### src/rtl/pkg_cpu_typedefs.sv
// Shared types and constants for the memory bus arbiter.
package pkg_cpu_typedefs;

    // Arbiter ownership state: free arbitration or a DMA-held burst.
    typedef enum logic {
        ARB_FREE     = 1'b0,
        ARB_DMA_LOCK = 1'b1
    } arb_state_t;

endpackage

### src/rtl/mem_arb_sat_cnt.sv
// Saturating up-counter with synchronous clear; clear wins over increment.
module mem_arb_sat_cnt #(
    parameter int MAX = 4,
    parameter int W   = $clog2(MAX + 1)
) (
    input  logic         sys_clk,
    input  logic         sys_rst_n,
    input  logic         inc,
    input  logic         clr,
    output logic [W-1:0] cnt,
    output logic         at_max
);

    // Flag the saturation point so the parent never compares widths itself.
    always_comb begin
        at_max = (cnt == W'(MAX));
    end

    // Count up to MAX and hold there until cleared.
    always_ff @(posedge sys_clk or negedge sys_rst_n) begin
        if (!sys_rst_n) begin
            cnt <= '0;
        end else if (clr) begin
            cnt <= '0;
        end else if (inc && !at_max) begin
            cnt <= cnt + W'(1);
        end
    end

endmodule

### src/rtl/mem_bus_arbiter.sv
// Shares one memory port between the CPU (fixed priority) and a DMA/debug
// requester. DMA forward progress is guaranteed by a starvation counter, and
// DMA may hold the bus for bursts of at most LOCK_MAX grants.
//
// Handshake: a requester holds x_req until x_gnt is seen high in the same
// cycle; the access is performed in that cycle. Reads return x_rdata with
// x_rvalid exactly one cycle after the grant; writes return nothing.
module mem_bus_arbiter
    import pkg_cpu_typedefs::*;
#(
    parameter int ADDR_WIDTH = 32,
    parameter int DATA_WIDTH = 32,
    parameter int MAX_WAIT   = 4,
    parameter int LOCK_MAX   = 8
) (
    input  logic                          sys_clk,
    input  logic                          sys_rst_n,
    input  logic                          cpu_req,
    input  logic                          cpu_we,
    input  logic [ADDR_WIDTH-1:0]         cpu_addr,
    input  logic [DATA_WIDTH-1:0]         cpu_wdata,
    output logic                          cpu_gnt,
    output logic                          cpu_rvalid,
    output logic [DATA_WIDTH-1:0]         cpu_rdata,
    input  logic                          dma_req,
    input  logic                          dma_we,
    input  logic [ADDR_WIDTH-1:0]         dma_addr,
    input  logic [DATA_WIDTH-1:0]         dma_wdata,
    input  logic                          dma_lock,
    output logic                          dma_gnt,
    output logic                          dma_rvalid,
    output logic [DATA_WIDTH-1:0]         dma_rdata,
    output logic                          mem_we,
    output logic [ADDR_WIDTH-1:0]         mem_addr,
    output logic [DATA_WIDTH-1:0]         mem_wd,
    input  logic [DATA_WIDTH-1:0]         mem_rd,
    output logic                          dbg_state,
    output logic [$clog2(MAX_WAIT+1)-1:0] dbg_starve_cnt,
    output logic [$clog2(LOCK_MAX+1)-1:0] dbg_lock_cnt
);

    localparam int SW = $clog2(MAX_WAIT + 1);
    localparam int LW = $clog2(LOCK_MAX + 1);

    arb_state_t    state_q, state_d;
    logic          force_cpu_q, force_cpu_d;
    logic [SW-1:0] starve_cnt;
    logic          starve_at_max;
    logic [LW-1:0] lock_cnt;
    logic          lock_at_max;
    logic          burst_last;

    // lock_cnt counts DMA grants already taken in this burst; the grant that
    // brings it to LOCK_MAX is the last one, so a burst is exactly LOCK_MAX long.
    assign burst_last = (lock_cnt == LW'(LOCK_MAX - 1));

    // State register plus the one-cycle CPU priority flag after a forced release.
    always_ff @(posedge sys_clk or negedge sys_rst_n) begin
        if (!sys_rst_n) begin
            state_q     <= ARB_FREE;
            force_cpu_q <= 1'b0;
        end else begin
            state_q     <= state_d;
            force_cpu_q <= force_cpu_d;
        end
    end

    // Grants and next state; grants are held off while reset is asserted.
    always_comb begin
        dma_gnt     = 1'b0;
        cpu_gnt     = 1'b0;
        state_d     = state_q;
        force_cpu_d = 1'b0;
        if (sys_rst_n) begin
            case (state_q)
                ARB_FREE: begin
                    dma_gnt = dma_req & (!cpu_req | (starve_at_max & !force_cpu_q));
                    cpu_gnt = cpu_req & !dma_gnt;
                    if (dma_gnt && dma_lock) begin
                        if (burst_last) begin
                            force_cpu_d = 1'b1;
                        end else begin
                            state_d = ARB_DMA_LOCK;
                        end
                    end
                end
                ARB_DMA_LOCK: begin
                    dma_gnt = dma_req;
                    if (!dma_lock || !dma_req) begin
                        state_d = ARB_FREE;
                    end else if (burst_last || lock_at_max) begin
                        state_d     = ARB_FREE;
                        force_cpu_d = 1'b1;
                    end
                end
                default: state_d = ARB_FREE;
            endcase
        end
    end

    // Memory port follows the granted requester, and is all-zero when idle.
    always_comb begin
        mem_we   = 1'b0;
        mem_addr = '0;
        mem_wd   = '0;
        if (dma_gnt) begin
            mem_we   = dma_we;
            mem_addr = dma_addr;
            mem_wd   = dma_wdata;
        end else if (cpu_gnt) begin
            mem_we   = cpu_we;
            mem_addr = cpu_addr;
            mem_wd   = cpu_wdata;
        end
    end

    // DMA starvation tracking: counts denied request cycles.
    mem_arb_sat_cnt #(.MAX(MAX_WAIT), .W(SW)) u_starve_cnt (
        .sys_clk   (sys_clk),
        .sys_rst_n (sys_rst_n),
        .inc       (dma_req & !dma_gnt),
        .clr       (dma_gnt | !dma_req),
        .cnt       (starve_cnt),
        .at_max    (starve_at_max)
    );

    // Burst length tracking: runs only while the next state is the lock.
    mem_arb_sat_cnt #(.MAX(LOCK_MAX), .W(LW)) u_lock_cnt (
        .sys_clk   (sys_clk),
        .sys_rst_n (sys_rst_n),
        .inc       (state_d == ARB_DMA_LOCK),
        .clr       (state_d == ARB_FREE),
        .cnt       (lock_cnt),
        .at_max    (lock_at_max)
    );

    // Registered read return, one cycle after a read grant.
    always_ff @(posedge sys_clk or negedge sys_rst_n) begin
        if (!sys_rst_n) begin
            cpu_rvalid <= 1'b0;
            cpu_rdata  <= '0;
            dma_rvalid <= 1'b0;
            dma_rdata  <= '0;
        end else begin
            cpu_rvalid <= cpu_gnt & !cpu_we;
            dma_rvalid <= dma_gnt & !dma_we;
            if (cpu_gnt && !cpu_we) begin
                cpu_rdata <= mem_rd;
            end
            if (dma_gnt && !dma_we) begin
                dma_rdata <= mem_rd;
            end
        end
    end

    assign dbg_state      = state_q;
    assign dbg_starve_cnt = starve_cnt;
    assign dbg_lock_cnt   = lock_cnt;

endmodule

### config.mk
export PLATFORM = sky130hd
export DESIGN_NAME = mem_bus_arbiter
export DESIGN_NICKNAME = d
export VERILOG_FILES = /design/src/rtl/pkg_cpu_typedefs.sv /design/src/rtl/mem_arb_sat_cnt.sv /design/src/rtl/mem_bus_arbiter.sv
export SDC_FILE = /design/constraint.sdc
export NUM_CORES = 1
export LEC_CHECK = 0
export CORE_AREA = 2 2 121 123
export CTS_BUF_LIST = sky130_fd_sc_hd__clkbuf_4 sky130_fd_sc_hd__clkbuf_8 sky130_fd_sc_hd__clkbuf_16
export DETAILED_ROUTE_END_ITERATION = 16
export DIE_AREA = 0 0 123 125
export GPL_TIMING_DRIVEN = 0
export PLACE_DENSITY = 0.79
export SYNTH_ARGS = -nofsm -noshare
export SYNTH_HDL_FRONTEND = slang
export SYNTH_SLANG_ARGS = --single-unit
### constraint.sdc
create_clock -name sys_clk -period 4.2 [get_ports sys_clk]
set_input_delay 0.84 -clock sys_clk [delete_from_list [all_inputs] [get_ports sys_clk]]
set_output_delay 0.84 -clock sys_clk [all_outputs]
set_load 0.005 [all_outputs]
# Word level (Yosys, flattened, before mapping)

Cells that the tools add are included.

Register bits: 75
Input port bits: 167
Output and inout port bits: 141
Word-level logic and storage cells: 67

Add/sub/neg operators: 2
Equal/unequal tests: 4
Multiplexer cells: 26
Bitwise logic cells: 9
Reductions and logical operators: 18

Operators by type and width:

| operator            | count |
|---|---|
| $mux 32             | 4 |
| $mux 1              | 15 |
| $logic_not 1->1     | 10 |
| $mux 4              | 2 |
| $and 1x1->1         | 6 |
| $mux 3              | 2 |
| $pmux 1 s2          | 3 |
| $logic_and 1x1->1   | 5 |
| $add 4x1->4 const B | 1 |
| $eq 4x3->1 const B  | 1 |
| $eq 4x4->1 const B  | 1 |
| $add 3x1->3 const B | 1 |
| $eq 3x3->1 const B  | 1 |
| $logic_or 1x1->1    | 2 |
| $ne 2x1->1 const B  | 1 |
| $or 1x1->1          | 2 |
| $reduce_bool 2->1   | 1 |
| $not 1->1           | 1 |

# Depth between registers and ports, before layout

Depth after elaboration: 11
Mapped depth: 8
Depth with buffers taken out: 6

# Cells and area by module

A second synthesis with hierarchy kept.

Cell total of the unflattened synthesis: 282
Area total of the unflattened synthesis: 3726.1 µm²

Modules (own cells, without submodules):

| module                          | instances | cells each | area an instance (µm²) |
|---|---|---|---|
| mem_bus_arbiter                 | 1         | 240        | 3295.7 |
| mem_arb_sat_cnt at u_lock_cnt   | 1         | 24         | 232.7 |
| mem_arb_sat_cnt at u_starve_cnt | 1         | 18         | 197.7 |

# Worst setup path after synthesis

Ideal clock, no wire load.

Path kind: in2out
From: input dma_req
To: output mem_addr[0]
Arrival: 1.913 ns
Path slack: 1.447 ns
Cell stages on the path: 5
Path buffers: 2
Cell sequence: inv_1 -> o2111a_1 -> clkbuf_1 -> clkbuf_1 -> a22o_1

Word-level cells in the longest chain between the ends: 7
Elaborated cells on any way between the ends: 9
Classes of those cells: 6 x mux; 2 x bitwise; 1 x reduce/logical

Ends and longest elaborated chain:

| item            | RTL line               | text |
|---|---|---|
| start, declared | mem_bus_arbiter.sv:25  | `input logic dma_req,` |
| $and 1x1->1     | mem_bus_arbiter.sv:77  | `dma_gnt = dma_req & (!cpu_req \| (starve_at_max & !force_cpu_q));` |
| $logic_not 1->1 | mem_bus_arbiter.sv:78  | `cpu_gnt = cpu_req & !dma_gnt;` |
| $and 1x1->1     | mem_bus_arbiter.sv:78  |  |
| $mux 1          | mem_bus_arbiter.sv:75  | `case (state_q)` |
| $mux 1          | mem_bus_arbiter.sv:74  | `if (sys_rst_n) begin` |
| $mux 32         | mem_bus_arbiter.sv:110 | `end else if (cpu_gnt) begin` |
| $mux 32 (*)     | mem_bus_arbiter.sv:106 | `if (dma_gnt) begin` |
| end, declared   | mem_bus_arbiter.sv:34  | `output logic [ADDR_WIDTH-1:0] mem_addr,` |

Mark *: on every way between the ends. The rest lies on a longest branch, timed or not.

# Worst setup path in the final report

From: input sys_rst_n
To: output mem_addr[13]

Word-level cells in the longest chain between the ends: 3
Elaborated cells on any way between the ends: 4
Classes of those cells: 4 x mux

Ends and longest elaborated chain:

| item            | RTL line               | text |
|---|---|---|
| start, declared | mem_bus_arbiter.sv:17  | `input logic sys_rst_n,` |
| $mux 1          | mem_bus_arbiter.sv:74  |  |
| $mux 32         | mem_bus_arbiter.sv:110 |  |
| $mux 32 (*)     | mem_bus_arbiter.sv:106 |  |

Marked as above.

==> results_dict.tcl <==
set metrics [dict create \
    fmax_ghz 0.2535 \
    cts_setup_buffers 0 \
    outcome "complete, no violations" \
    layout-drive-gt1-share 0.1181 \
    criticalPathCategory "primary input to output pin" \
    hold_class "primary input to asynchronous set/reset pin" \
    maxCapViolCount 0 \
    period_needed_ns 3.945 \
    synth_cell_type_count 28 \
    final.period_utilization 0.9393 \
    skew_ns 0.004507 \
    yosysMostFrequentCell "dfrtp_1" \
    dp_hpwl_mm 12.44 \
    grt.total_usage 0.1917 \
    cp.arrival_ns 3.11 \
    ys_top_cells_by_count "dfrtp_1, a22o_1, mux2_2, mux2_1, clkbuf_1" \
    netlist.area_leader.share 0.5203 \
    dr.pass1.iters 4 \
    htreeDepth 3 \
    syn_nets 449 \
    vias 3625 \
    avgSynthCellArea_um2 12.98 \
    cp-end-kind "output pin" \
    fin_cells 785 \
    nNetsFinal 768 \
    cts_tree "yes" \
    power.density_nw_per_um2 356.1 \
    worstMarginPinSlew_ns 0.4476 \
    syn_area_um2 3607 \
    hold_buffers 0 \
    grt_pass1_vias 3969 \
    yosys_warnings 0 \
    cts_root_buf "clkbuf_16" \
    drc 0 \
    postRouteWirelength_mm 14.95 \
    syn_inst 278 \
    dieHeight_um 125 \
    ys_async_sr_fraction 1.000 \
    rsz0062_at_grt "no" \
    r2r-end "dma_rdata[18]" \
    leakage_uw 0.002988 \
    postRouteAntennaNets 0 \
    gp_congestion 0.8869 \
    io_buffer_count 307 \
    critical_path.max_fanout 53 \
    grt_first_pass_wirelength_mm 22.39 \
    cts_resized 2 \
    hold_violations 0 \
    ioPinCount 308 \
    initial_core_util 0.2540 \
    yosys-top-cells-area "dfrtp_1, a22o_1, mux2_2" \
    reg2regPathDepth 8 \
    rows 44 \
    slew_violations 0 \
    reg2reg_slack_ns 1.84 \
    ys_seq_area_frac 0.5203 \
    diodes 0 \
    clk_path_buf_depth 2 \
    synth-edff-count 0 \
    gr-total-overflow 0 \
    drt_iter0_drc 115 \
    die_w_um 123 \
    yosysTopAreaCell "dfrtp_1" \
    wire_per_inst_um 19.04 \
    cts.clk_slew.worst_paths_ns 0.05 \
    startpoint_type "primary input" \
    ys_seq_elements 75 \
    setup_viol 0 \
    clock_latency_ns 0.32 \
    r2r-start "u_starve_cnt.cnt[0]" \
    core_um2 14200 \
    cp_data_required_time_ns 3.36 \
    place_inst 770 \
    area_growth_syn_to_layout_pct 100.8 \
    dieArea_um2 15380 \
    grt_max_degree 54 \
    final_util 0.5100 \
    synthFlopType "dfrtp_1" \
    cts_sinks 75 \
    antenna_found_initial 0 \
    via_per_inst 4.618 \
    max-vdd-ir-drop_v 0.0001750 \
    cts_made_buffers 9 \
    relSlewSlack 0.7016 \
]
-- per-layer routing --
metal / up-vias / GRT usage / share of wire
li1: 1675 / - / -
met1: 1762 / 0.2264 / 0.39
met2: 177 / 0.3273 / 0.50
met3: 11 / 0.08029 / 0.097
met4: 0 / 0.03476 / 0.0065
met5: - / 0 / 0
-- critical path, stage by stage --
cell and delay, ns:
buf_6 0.25, buf_16 0.28, inv_1 0.08, a311oi_2 0.31
buf_2 0.30, buf_2 0.25, a22o_1 0.17, clkdlybuf4s50_1 0.57
-- sequential cells by signal, indices dropped and copies added (netlist names) --
register	flops
force_cpu_q	1
cpu_rdata	32
u_starve_cnt.cnt	3
dma_rdata	32
u_lock_cnt.cnt	4
cpu_rvalid	1
dma_rvalid	1
dbg_state	1
-- cells in the final DEF (no fill, tap or decap), drive strengths merged, types with 3 or more instances in the layout --
cell             n
nand2            5
clkdlybuf4s50  306
a22o            65
xnor2            3
inv              9
dfrtp           75
mux2            64
clkbuf          21
nor2             8
nand3            3
a21oi            3
buf             15
ha               4
-- logic make-up (layout without fill, tap and decap cells) --
kind of cell / count (synthesis) / count (layout) / share of synthesized area
simple gates: 24 / 24 / 0.03261
compound gates: 74 / 74 / 0.1772
mux: 65 / 65 / 0.2026
xor+xnor: 4 / 4 / 0.009714
fa+ha+maj: 4 / 4 / 0.01387
flops: 75 / 75 / 0.5203
buf+inv: 32 / 355 / 0.04370
-- report_power, final --
part / internal (uW) / total [uW] / switching [uW]
Sequential: 876 / 957 / 81.5
Clock: 479 / 757 / 278
Combinational: 603 / 866 / 262
-- per-stage QoR --
step           cell area, um^2  setup slack, ns  hold slack, ns  TNS (ns)  total power, uW
2_1_floorplan             3607            1.447          0.4828         0             1188
4_1_cts                   7236          0.06541          0.4451         0             2615
6_report                  7243           0.2549          0.3887         0             2580
5_1_grt                   7243          0.02618          0.3909         0             2723
3_5_place_dp              6935          -0.1197          0.4737    -2.812             1843
3_3_place_gp              6910           -2.527          0.4678   -254.56             1812
-- layout make-up --
cell class              count  area (um^2)
multi-input cells         171         1573
plain buffers              23        130.1
flip-flops and latches     75         1877
fillers                  1255         6960
clock buffers              11        246.5
inverters                   9        33.78
repair buffers            308         3102
clock inverters             4        51.30
well taps                 184        230.2
-- worst max path at each step --
stage | endpoint | depth (start not counted) | slack (ns) | from
2_1_floorplan | mem_addr[0] | 5 | 1.45 | dma_req
3_3_place_gp | mem_addr[2] | 6 | -2.53 | sys_rst_n
3_5_place_dp | mem_addr[9] | 7 | -0.12 | sys_rst_n
4_1_cts | mem_addr[21] | 7 | 0.07 | sys_rst_n
5_1_grt | mem_addr[13] | 8 | 0.03 | sys_rst_n
6_report | mem_addr[13] | 8 | 0.25 | sys_rst_n
Power figures use the tool's default switching activity.
